[src/rtl/speck32_pkg.sv]
// Shared SPECK-32/64 definitions for the decryption datapath.
// Holds word/rotation constants, the FSM state type and the round-key slicer.
package speck32_pkg;

  localparam int unsigned WORD_W     = 16;
  localparam int unsigned ALPHA      = 7;
  localparam int unsigned BETA       = 2;
  localparam int unsigned NUM_ROUNDS = 22;
  localparam int unsigned BLOCK_W    = 2 * WORD_W;
  localparam int unsigned KEYS_W     = NUM_ROUNDS * WORD_W;
  localparam int unsigned RND_W      = 5;

  typedef enum logic [1:0] {
    IDLE = 2'd0,
    RUN  = 2'd1,
    DONE = 2'd2
  } state_e;

  // Round key i lives at bits [16i+15:16i] of the key bus.
  function automatic logic [WORD_W-1:0] key_at(input logic [KEYS_W-1:0] round_keys,
                                               input logic [RND_W-1:0]  i);
    key_at = round_keys[int'(i) * WORD_W +: WORD_W];
  endfunction

endpackage

[src/rtl/speck32_decrypt_if.sv]
// Ciphertext-in / plaintext-out handshake bundle for speck32_decrypt.
//   ct_in/ct_valid/ct_ready : ciphertext word, x = [31:16], y = [15:0]
//   pt_out/pt_valid/pt_ready: plaintext word,  x = [31:16], y = [15:0]
// master = upstream/downstream environment, slave = decryption core.
interface speck32_decrypt_if;
  import speck32_pkg::*;

  logic [BLOCK_W-1:0] ct_in;
  logic               ct_valid;
  logic               ct_ready;
  logic [BLOCK_W-1:0] pt_out;
  logic               pt_valid;
  logic               pt_ready;

  modport master (
    output ct_in, ct_valid, pt_ready,
    input  ct_ready, pt_out, pt_valid
  );

  modport slave (
    input  ct_in, ct_valid, pt_ready,
    output ct_ready, pt_out, pt_valid
  );
endinterface

[src/rtl/speck32_inv_round.sv]
// One combinational SPECK-32 inverse round.
//   din  : {x, y} entering the inverse round
//   key  : round key for this round
//   dout : {x', y'} with y' = ROR(x^y, 2), x' = ROL((x^k) - y', 7)
module speck32_inv_round
  import speck32_pkg::*;
(
  input  logic [BLOCK_W-1:0] din,
  input  logic [WORD_W-1:0]  key,
  output logic [BLOCK_W-1:0] dout
);

  logic [WORD_W-1:0] x;
  logic [WORD_W-1:0] y;
  logic [WORD_W-1:0] xy;
  logic [WORD_W-1:0] y_n;
  logic [WORD_W-1:0] diff;

  always_comb begin
    x    = din[BLOCK_W-1:WORD_W];
    y    = din[WORD_W-1:0];
    xy   = x ^ y;
    y_n  = {xy[BETA-1:0], xy[WORD_W-1:BETA]};
    diff = (x ^ key) - y_n;
    dout = {diff[WORD_W-ALPHA-1:0], diff[WORD_W-1:WORD_W-ALPHA], y_n};
  end

endmodule

[src/rtl/speck32_decrypt.sv]
// Iterative SPECK-32/64 decryption core; applies round keys ROUNDS-1 down to 0.
// Ports:
//   clock, reset   : rising-edge clock, synchronous active-low reset
//   round_keys     : 22 x 16-bit keys from the key-schedule generator
//   key_ready      : round_keys complete and stable
//   dec            : ciphertext / plaintext valid-ready handshakes (slave side)
// Configuration: SPECK32_DEC_UNROLL2_EN chains two inverse rounds per cycle.
module speck32_decrypt
  import speck32_pkg::*;
#(
  parameter int unsigned ROUNDS = NUM_ROUNDS
) (
  input  logic              clock,
  input  logic              reset,
  input  logic [KEYS_W-1:0] round_keys,
  input  logic              key_ready,
  speck32_decrypt_if.slave  dec
);

`ifdef SPECK32_DEC_UNROLL2_EN
  localparam logic [RND_W-1:0] STEP = RND_W'(2);
`else
  localparam logic [RND_W-1:0] STEP = RND_W'(1);
`endif
  // Counter value whose round(s) finish the block.
  localparam logic [RND_W-1:0] LAST_RND = STEP - RND_W'(1);

  state_e             state_q, state_d;
  logic [BLOCK_W-1:0] blk_q, blk_d;
  logic [RND_W-1:0]   rnd_q, rnd_d;

  logic [WORD_W-1:0]  key0;
  logic [BLOCK_W-1:0] r0_out;
  logic [BLOCK_W-1:0] round_out;

  always_comb key0 = key_at(round_keys, rnd_q);

  speck32_inv_round u_round0 (
    .din  (blk_q),
    .key  (key0),
    .dout (r0_out)
  );

`ifdef SPECK32_DEC_UNROLL2_EN
  // Second round of the pair uses key rnd-1; rnd is always odd here.
  logic [WORD_W-1:0]  key1;
  logic [BLOCK_W-1:0] r1_out;

  always_comb key1 = key_at(round_keys, rnd_q - RND_W'(1));

  speck32_inv_round u_round1 (
    .din  (r0_out),
    .key  (key1),
    .dout (r1_out)
  );

  always_comb round_out = r1_out;
`else
  always_comb round_out = r0_out;
`endif

  // State register.
  always_ff @(posedge clock) begin
    if (!reset) state_q <= IDLE;
    else        state_q <= state_d;
  end

  // Next-state logic; a missing key during RUN aborts the block.
  always_comb begin
    state_d = state_q;
    unique case (state_q)
      IDLE: if (dec.ct_valid && key_ready) state_d = RUN;
      RUN: begin
        if (!key_ready)             state_d = IDLE;
        else if (rnd_q == LAST_RND) state_d = DONE;
      end
      DONE: if (dec.pt_ready) state_d = IDLE;
      default: state_d = IDLE;
    endcase
  end

  // Outputs; ct_ready is the only input-to-output path (key_ready in IDLE).
  always_comb begin
    dec.ct_ready = reset && key_ready && (state_q == IDLE);
    dec.pt_valid = (state_q == DONE);
    dec.pt_out   = blk_q;
  end

  // Datapath next values; x/y hold their value outside load/round cycles.
  always_comb begin
    blk_d = blk_q;
    rnd_d = rnd_q;
    unique case (state_q)
      IDLE: begin
        if (dec.ct_valid && key_ready) begin
          blk_d = dec.ct_in;
          rnd_d = RND_W'(ROUNDS - 1);
        end
      end
      RUN: begin
        if (key_ready) begin
          blk_d = round_out;
          if (rnd_q != LAST_RND) rnd_d = rnd_q - STEP;
        end
      end
      default: ;
    endcase
  end

  // Datapath registers.
  always_ff @(posedge clock) begin
    if (!reset) begin
      blk_q <= '0;
      rnd_q <= '0;
    end else begin
      blk_q <= blk_d;
      rnd_q <= rnd_d;
    end
  end

endmodule

[src/flat_wrapper.sv]
// flat-port wrapper written by rule: the top's interface ports become plain ports
module speck32_decrypt_flat import speck32_pkg::*;
#(
  parameter int unsigned ROUNDS = NUM_ROUNDS
)
  (clock, reset, round_keys, key_ready, dec_ct_in, dec_ct_valid, dec_pt_ready, dec_ct_ready, dec_pt_out, dec_pt_valid);
  speck32_decrypt_if dec_i ();
  input  logic clock;
  input  logic reset;
  input  logic [KEYS_W-1:0] round_keys;
  input  logic key_ready;
  input wire logic [$bits(dec_i.ct_in)-1:0] dec_ct_in;
  input wire logic [$bits(dec_i.ct_valid)-1:0] dec_ct_valid;
  input wire logic [$bits(dec_i.pt_ready)-1:0] dec_pt_ready;
  output wire logic [$bits(dec_i.ct_ready)-1:0] dec_ct_ready;
  output wire logic [$bits(dec_i.pt_out)-1:0] dec_pt_out;
  output wire logic [$bits(dec_i.pt_valid)-1:0] dec_pt_valid;
  assign dec_i.ct_in = dec_ct_in;
  assign dec_i.ct_valid = dec_ct_valid;
  assign dec_i.pt_ready = dec_pt_ready;
  assign dec_ct_ready = dec_i.ct_ready;
  assign dec_pt_out = dec_i.pt_out;
  assign dec_pt_valid = dec_i.pt_valid;
  speck32_decrypt #(.ROUNDS(ROUNDS)) u_core (.clock(clock), .reset(reset), .round_keys(round_keys), .key_ready(key_ready), .dec(dec_i));
endmodule
[config.mk]
export PLATFORM = sky130hd
export DESIGN_NAME = speck32_decrypt_flat
export DESIGN_NICKNAME = d
export VERILOG_FILES = /design/src/rtl/speck32_pkg.sv /design/src/rtl/speck32_decrypt_if.sv /design/src/rtl/speck32_inv_round.sv /design/src/rtl/speck32_decrypt.sv /design/src/flat_wrapper.sv
export SDC_FILE = /design/constraint.sdc
export NUM_CORES = 1
export LEC_CHECK = 0
export ABC_AREA = 0
export CAP_MARGIN = 40
export CORE_AREA = 2 2 165 167
export DETAILED_ROUTE_END_ITERATION = 7
export DIE_AREA = 0 0 167 169
export HOLD_SLACK_MARGIN = 0.03
export PLACE_DENSITY = 0.53
export SETUP_SLACK_MARGIN = 0.4
export SLEW_MARGIN = 10
export SYNTH_ARGS = -nofsm -noshare
export SYNTH_HDL_FRONTEND = slang
export SYNTH_SLANG_ARGS = --single-unit
export TNS_END_PERCENT = 50
[constraint.sdc]
create_clock -name clock -period 4.3 [get_ports clock]
set_clock_uncertainty 0.2 [all_clocks]
set_input_delay 0.43 -clock clock [delete_from_list [all_inputs] [get_ports clock]]
set_output_delay 0.43 -clock clock [all_outputs]
set_load 0.02 [all_outputs]
# --- After elaboration in Yosys (flattened, before gate mapping) ---
# Cells that the tools add are included.
word_totals:
  reg_bits: 39
  latch_bits: 0
  ram_bits: 0
  romBits: 0
  input_bits: 389
  output_inout_bits: 34
  n_memories: 0
op_classes:
  addsub: 2
  mul: 0
  div: 0
  order_cmp: 0
  n_eq_ne: 7
  shift: 1
  muxes: 12
  bitwise_logic: 2
  n_reduce_logical: 10
op_table:
  columns: ["op", "n"]
  rows:
  - ["indexed part select 352 x 10 -> 16 bit", 1]
  - ["2-to-1 mux 32 bit", 2]
  - ["case mux 32 bit (2 select lines)", 1]
  - ["XOR 16 bit", 2]
  - ["subtractor 16 bit", 1]
  - ["2-to-1 mux 5 bit", 3]
  - ["case mux 5 bit (2 select lines)", 1]
  - ["2-to-1 mux 2 bit", 4]
  - ["!= test 2 bit, second input constant", 3]
  - ["case mux 2 bit (3 select lines)", 1]
  - ["AND reduction 3 bit", 2]
  - ["zero test 5 bit", 1]
  - ["nonzero test 5 bit", 1]
  - ["subtractor 5 x 1 -> 5 bit, second input constant", 1]
  - ["AND reduction 4 bit", 1]
  - ["logical AND 1 bit", 3]
  - ["!= test 3 x 2 -> 1 bit, second input constant", 1]
  - ["equality test 2 x 1 -> 1 bit, second input constant", 1]
  - ["equality test 2 bit, second input constant", 1]
  - ["zero test 2 bit", 1]
  - ["!= test 2 x 1 -> 1 bit, second input constant", 1]
  - ["nonzero test 2 bit", 1]

# --- Longest topological paths before layout ---
logic_depth:
  ltp_word: 5
  depth_mapped: 18
  ltp_nobuf: 14

# --- Hierarchy ---
# Synthesis repeated with hierarchy kept, for this count alone.
hier_totals:
  hier_cells: 586
  hier_area_um2: 5908.2
modules_own_cells:
  columns: ["module", "n_inst", "cells_each", "area_per_inst_um2", "seq_area_each_um2"]
  rows:
  - ["speck32_decrypt", 1, 433, 4775.8, 780.7]
  - ["speck32_inv_round", 1, 153, 1132.3, 0.0]

# --- Worst setup path after synthesis ---
# Ideal clock, no wire load.
synth_timing:
  path_type: "flip-flop to flip-flop"
  startpoint: "register u_core.rnd_q[1]"
  endpoint: "register u_core.blk_q[20], in the netlist u_core.dec.pt_out[20]"
  setup_ps: 86
  arrival_time_ps: 3559
  slack_ps: 455
  path_stages_with_launch: 15
  period_less_slack_ps: 3845
  cell_sequence: "dfxtp_1 -> buf_2 -> buf_2 -> buf_1 -> mux4_2 -> mux4_2 -> a22oi_1 -> xnor2_1 -> ha_1 -> a21oi_1 -> o21ai_0 -> a211oi_1 -> o21ai_0 -> a21o_1 -> a211oi_1"
synth_between:
  elab_chain_len: 5
synth_rtl:
  columns: ["element", "line", "source"]
  rows:
  - ["start, declared", "speck32_decrypt.sv:30", "logic [RND_W-1:0] rnd_q, rnd_d;"]
  - ["start signal, assigned", "speck32_decrypt.sv:117", "rnd_q <= rnd_d;"]
  - ["indexed part select 352 x 10 -> 16 bit", "speck32_pkg.sv:22", "key_at = round_keys[int'(i) * WORD_W +: WORD_W];"]
  - ["XOR 16 bit", "speck32_inv_round.sv:24", "diff = (x ^ key) - y_n;"]
  - ["subtractor 16 bit", "speck32_inv_round.sv:24", null]
  - ["2-to-1 mux 32 bit", "speck32_decrypt.sv:101", "if (key_ready) begin"]
  - ["case mux 32 bit (2 select lines)", "speck32_decrypt.sv:93", "unique case (state_q)"]
  - ["end signal, assigned", "speck32_decrypt.sv:116", "blk_q <= blk_d;"]
  - ["end, declared", "speck32_decrypt.sv:29", "logic [BLOCK_W-1:0] blk_q, blk_d;"]
# No other way between the ends. The select of a mux whose other input is x is not followed.
# A chain may end at the register's enable or synchronous reset.

# --- Worst setup path after layout ---
layout_timing:
  startpoint: "input round_keys[87]"
  endpoint: "register u_core.blk_q[21], in the netlist u_core.dec.pt_out[21]"
layout_between:
  elab_chain_len: 5
layout_rtl:
  columns: ["element", "line", "source"]
  rows:
  - ["start, declared", "flat_wrapper.sv:10", "input logic [KEYS_W-1:0] round_keys;"]
  - ["indexed part select 352 x 10 -> 16 bit", "speck32_pkg.sv:22", null]
  - ["XOR 16 bit", "speck32_inv_round.sv:24", null]
  - ["subtractor 16 bit", "speck32_inv_round.sv:24", null]
  - ["2-to-1 mux 32 bit", "speck32_decrypt.sv:101", null]
  - ["case mux 32 bit (2 select lines)", "speck32_decrypt.sv:93", null]
# No other way between the ends. The select of a mux whose other input is x is not followed.

==> results_dict.tcl <==
set metrics [dict create \
    setup_viol 0 \
    crit_path_start_kind "input port" \
    via_per_inst 5.02 \
    grt_pass1_wl_um 46000 \
    drc 0 \
    grt_max_degree 44 \
    syn-num-nets 974 \
    drt-initial-drc-count 415 \
    finalWirelength_um 31700 \
    status "finished clean" \
    synthArstFlopShare 0 \
    syn-cell-area_um2 5670 \
    die_x_um 167 \
    yosys_warnings 0 \
    n_fill_cell 2585 \
    yosys_most_used_dff "dfxtp_1" \
    area_growth_pct 95.6 \
    final_common_cell "clkdlybuf4s50_1" \
    clk_pin_slew_ns 0.06 \
    synth_top_cell_by_area "mux4_2" \
    cts_sinks 39 \
    numCtsBuffers 5 \
    htreeDepth 2 \
    cts_root_buf "clkbuf_16" \
    post-route-min-period_ns 3.95 \
    globalRouteOverflowTotal 0 \
    cts_buffer_depth 2 \
    synth_top_area_share 0.349 \
    max_slew.worst_pin.slew_ns 0.889 \
    peakVddDrop_mv 0.194 \
    fin_setup_tns_ns 0 \
    synth_edf_count 0 \
    drv_cap 0 \
    mostFrequentLayoutCells "clkdlybuf4s50_1 (418), mux4_2 (88), nand2_1 (62)" \
    hold_path_class "flop to flop" \
    drt_pre_antenna_iters 5 \
    ys_types 53 \
    relSlewSlack 0.407 \
    power_leakage_nw 3.96 \
    coreArea_um2 26500 \
    hold_ws_ns 0.293 \
    end_kind "flop" \
    insertion_delay_ns 0.29 \
    p_per_area_nw_per_um2 232 \
    fmax_mhz 253 \
    drv_slew 0 \
    hpwl_um 26700 \
    crit_type "input port to flop" \
    io_buffers 422 \
    cp_num_buf_inv 3 \
    drive_gt1_frac 0.211 \
    cts_tree "yes" \
    place_congestion 0.858 \
    slowest_stage "clkdlybuf4s50_1" \
    track_usage 0.217 \
    path_cells "clkdlybuf4s50_1 -> mux4_2 -> mux2_4 -> a22o_1 -> a222oi_1 -> buf_4 -> xnor2_4 -> ha_4 -> and3_4 -> buf_4 -> nand2_2 -> a31oi_2 -> o211a_4 -> a21o_1 -> a41oi_1" \
    grt_setup_unrepaired "true" \
    antenna_found_initial 4 \
    ys_top_cells_by_area "mux4_2 (35%), dfxtp_1 (14%), xnor2_1 (5.2%)" \
    hold_violations 0 \
    layout.nets 1418 \
    syn_avg_cell_area_um2 10.1 \
    cp_max_fo 4 \
    yosysSeqAreaShare 0.138 \
    path_common_cell "buf_4" \
    routedWlPerCell_um 23.4 \
    vias 6784 \
    fin_total_pwr_mw 2.57 \
    critPathMaxStageDelay_ns 0.46 \
    ys_ff_latch 39 \
    start_util 0.214 \
    rows 60 \
    syn_inst 564 \
    ant_nets 0 \
    crit_family "compound AO/OA/AOI/OAI gates" \
    worst_ep_arrival_time_ns 3.90 \
    die_h_um 169 \
    multiInputGateArea_um2 4790 \
    die_area_um2 28200 \
    seqCellArea_um2 791 \
    period_share 0.920 \
    grt_pass1_vias 7216 \
    io_pins 423 \
    cp.required_ns 4.24 \
]
==> power breakdown <==
part / switching [mW] / internal, mW / total, mW
Sequential: 0.0515 / 0.387 / 0.439
Combinational: 0.717 / 0.970 / 1.69
Clock: 0.159 / 0.289 / 0.447
==> final timing paths <==
| path | start | slack (ns) | end | depth (start not counted) |
|---|---|---|---|---|
| max | round_keys[87] | 0.35 | u_core.dec.pt_out[21] | 15 |
| min | u_core.dec.pt_out[4] | 0.29 | u_core.dec.pt_out[4] | 2 |
| max reg2reg | u_core.rnd_q[0] | 0.36 | u_core.dec.pt_out[21] | 15 |
| min reg2reg | u_core.dec.pt_out[4] | 0.29 | u_core.dec.pt_out[4] | 2 |
==> Yosys cell counts (4+ instances only) <==
library cell / instances
inv_1: 18
xnor2_1: 34
a21boi_0: 19
dfxtp_1: 39
nand3b_1: 4
mux4_2: 88
ha_1: 20
and2_1: 4
a21o_1: 9
a21oi_1: 19
o22ai_1: 18
nor3_1: 8
buf_4: 4
a22oi_1: 15
nand2_1: 63
nor2b_1: 7
buf_2: 12
xor2_1: 7
o211a_1: 8
o21ai_0: 20
buf_1: 4
nor2_1: 11
a211oi_1: 4
mux2_2: 8
clkbuf_1: 26
mux2i_1: 19
nand2b_1: 4
nand3_1: 9
o211ai_1: 23
==> state kept, by name (all words and copies together) (netlist names) <==
signal / flops
u_core.dec.pt_out: 32
u_core.rnd_q: 5
u_core.state_q: 2
==> stage by stage <==
stage	utilization	worst slack, ns	cells	instance area [um^2]
2_1_floorplan	-	0.455	564	5670
3_3_place_gp	0.397	-0.0357	1327	10500
3_5_place_dp	0.397	-0.0546	1328	10500
4_1_cts	0.414	0.347	1349	11000
5_1_grt	0.419	0.246	1351	11100
6_report	0.419	0.345	1352	11100
==> worst min-delay path: cells and delay by family, from the launching register on <==
kind	cells	cell delay, ns
AO/OA/AOI/OAI	1	0.06
flip-flops	1	0.33
AND/OR/NAND/NOR	1	0.05
==> cells by family after synthesis <==
| logic type | after synthesis | share of synthesized area |
|---|---|---|
| fa+ha+maj | 21 | 0.0476 |
| buf+inv | 69 | 0.0549 |
| xor+xnor | 42 | 0.0675 |
| mux | 115 | 0.399 |
| simple gates | 122 | 0.100 |
| flops | 39 | 0.138 |
| compound gates | 156 | 0.193 |
==> layout make-up <==
| type | count | area share |
|---|---|---|
| clock inverter | 2 | 0.00316 |
| antenna | 2 | 0.000451 |
| clock buffer | 6 | 0.0125 |
| timing repair buffer | 486 | 0.436 |
| sequential | 39 | 0.0713 |
| inverter | 20 | 0.00677 |
| multi-input combinational | 456 | 0.432 |
| tap | 341 | 0.0385 |
==> routing by layer <==
metal  vias to the layer above  track usage  part of all wire
li1                       3139            -                 -
met1                      3332        0.259              0.39
met2                       278        0.407              0.53
met3                        33       0.0419             0.061
met4                         2       0.0394             0.015
met5                         -            0           0.00032
==> timing repair <==
item	in CTS	in global routing
setup buffers	11	1
resized for setup	32	23
setup endpoints to repair	9	13
hold buffers	0	0
pin swaps	16	10
cloned	2	0
Note: power is estimated with default switching activity, not from simulation.
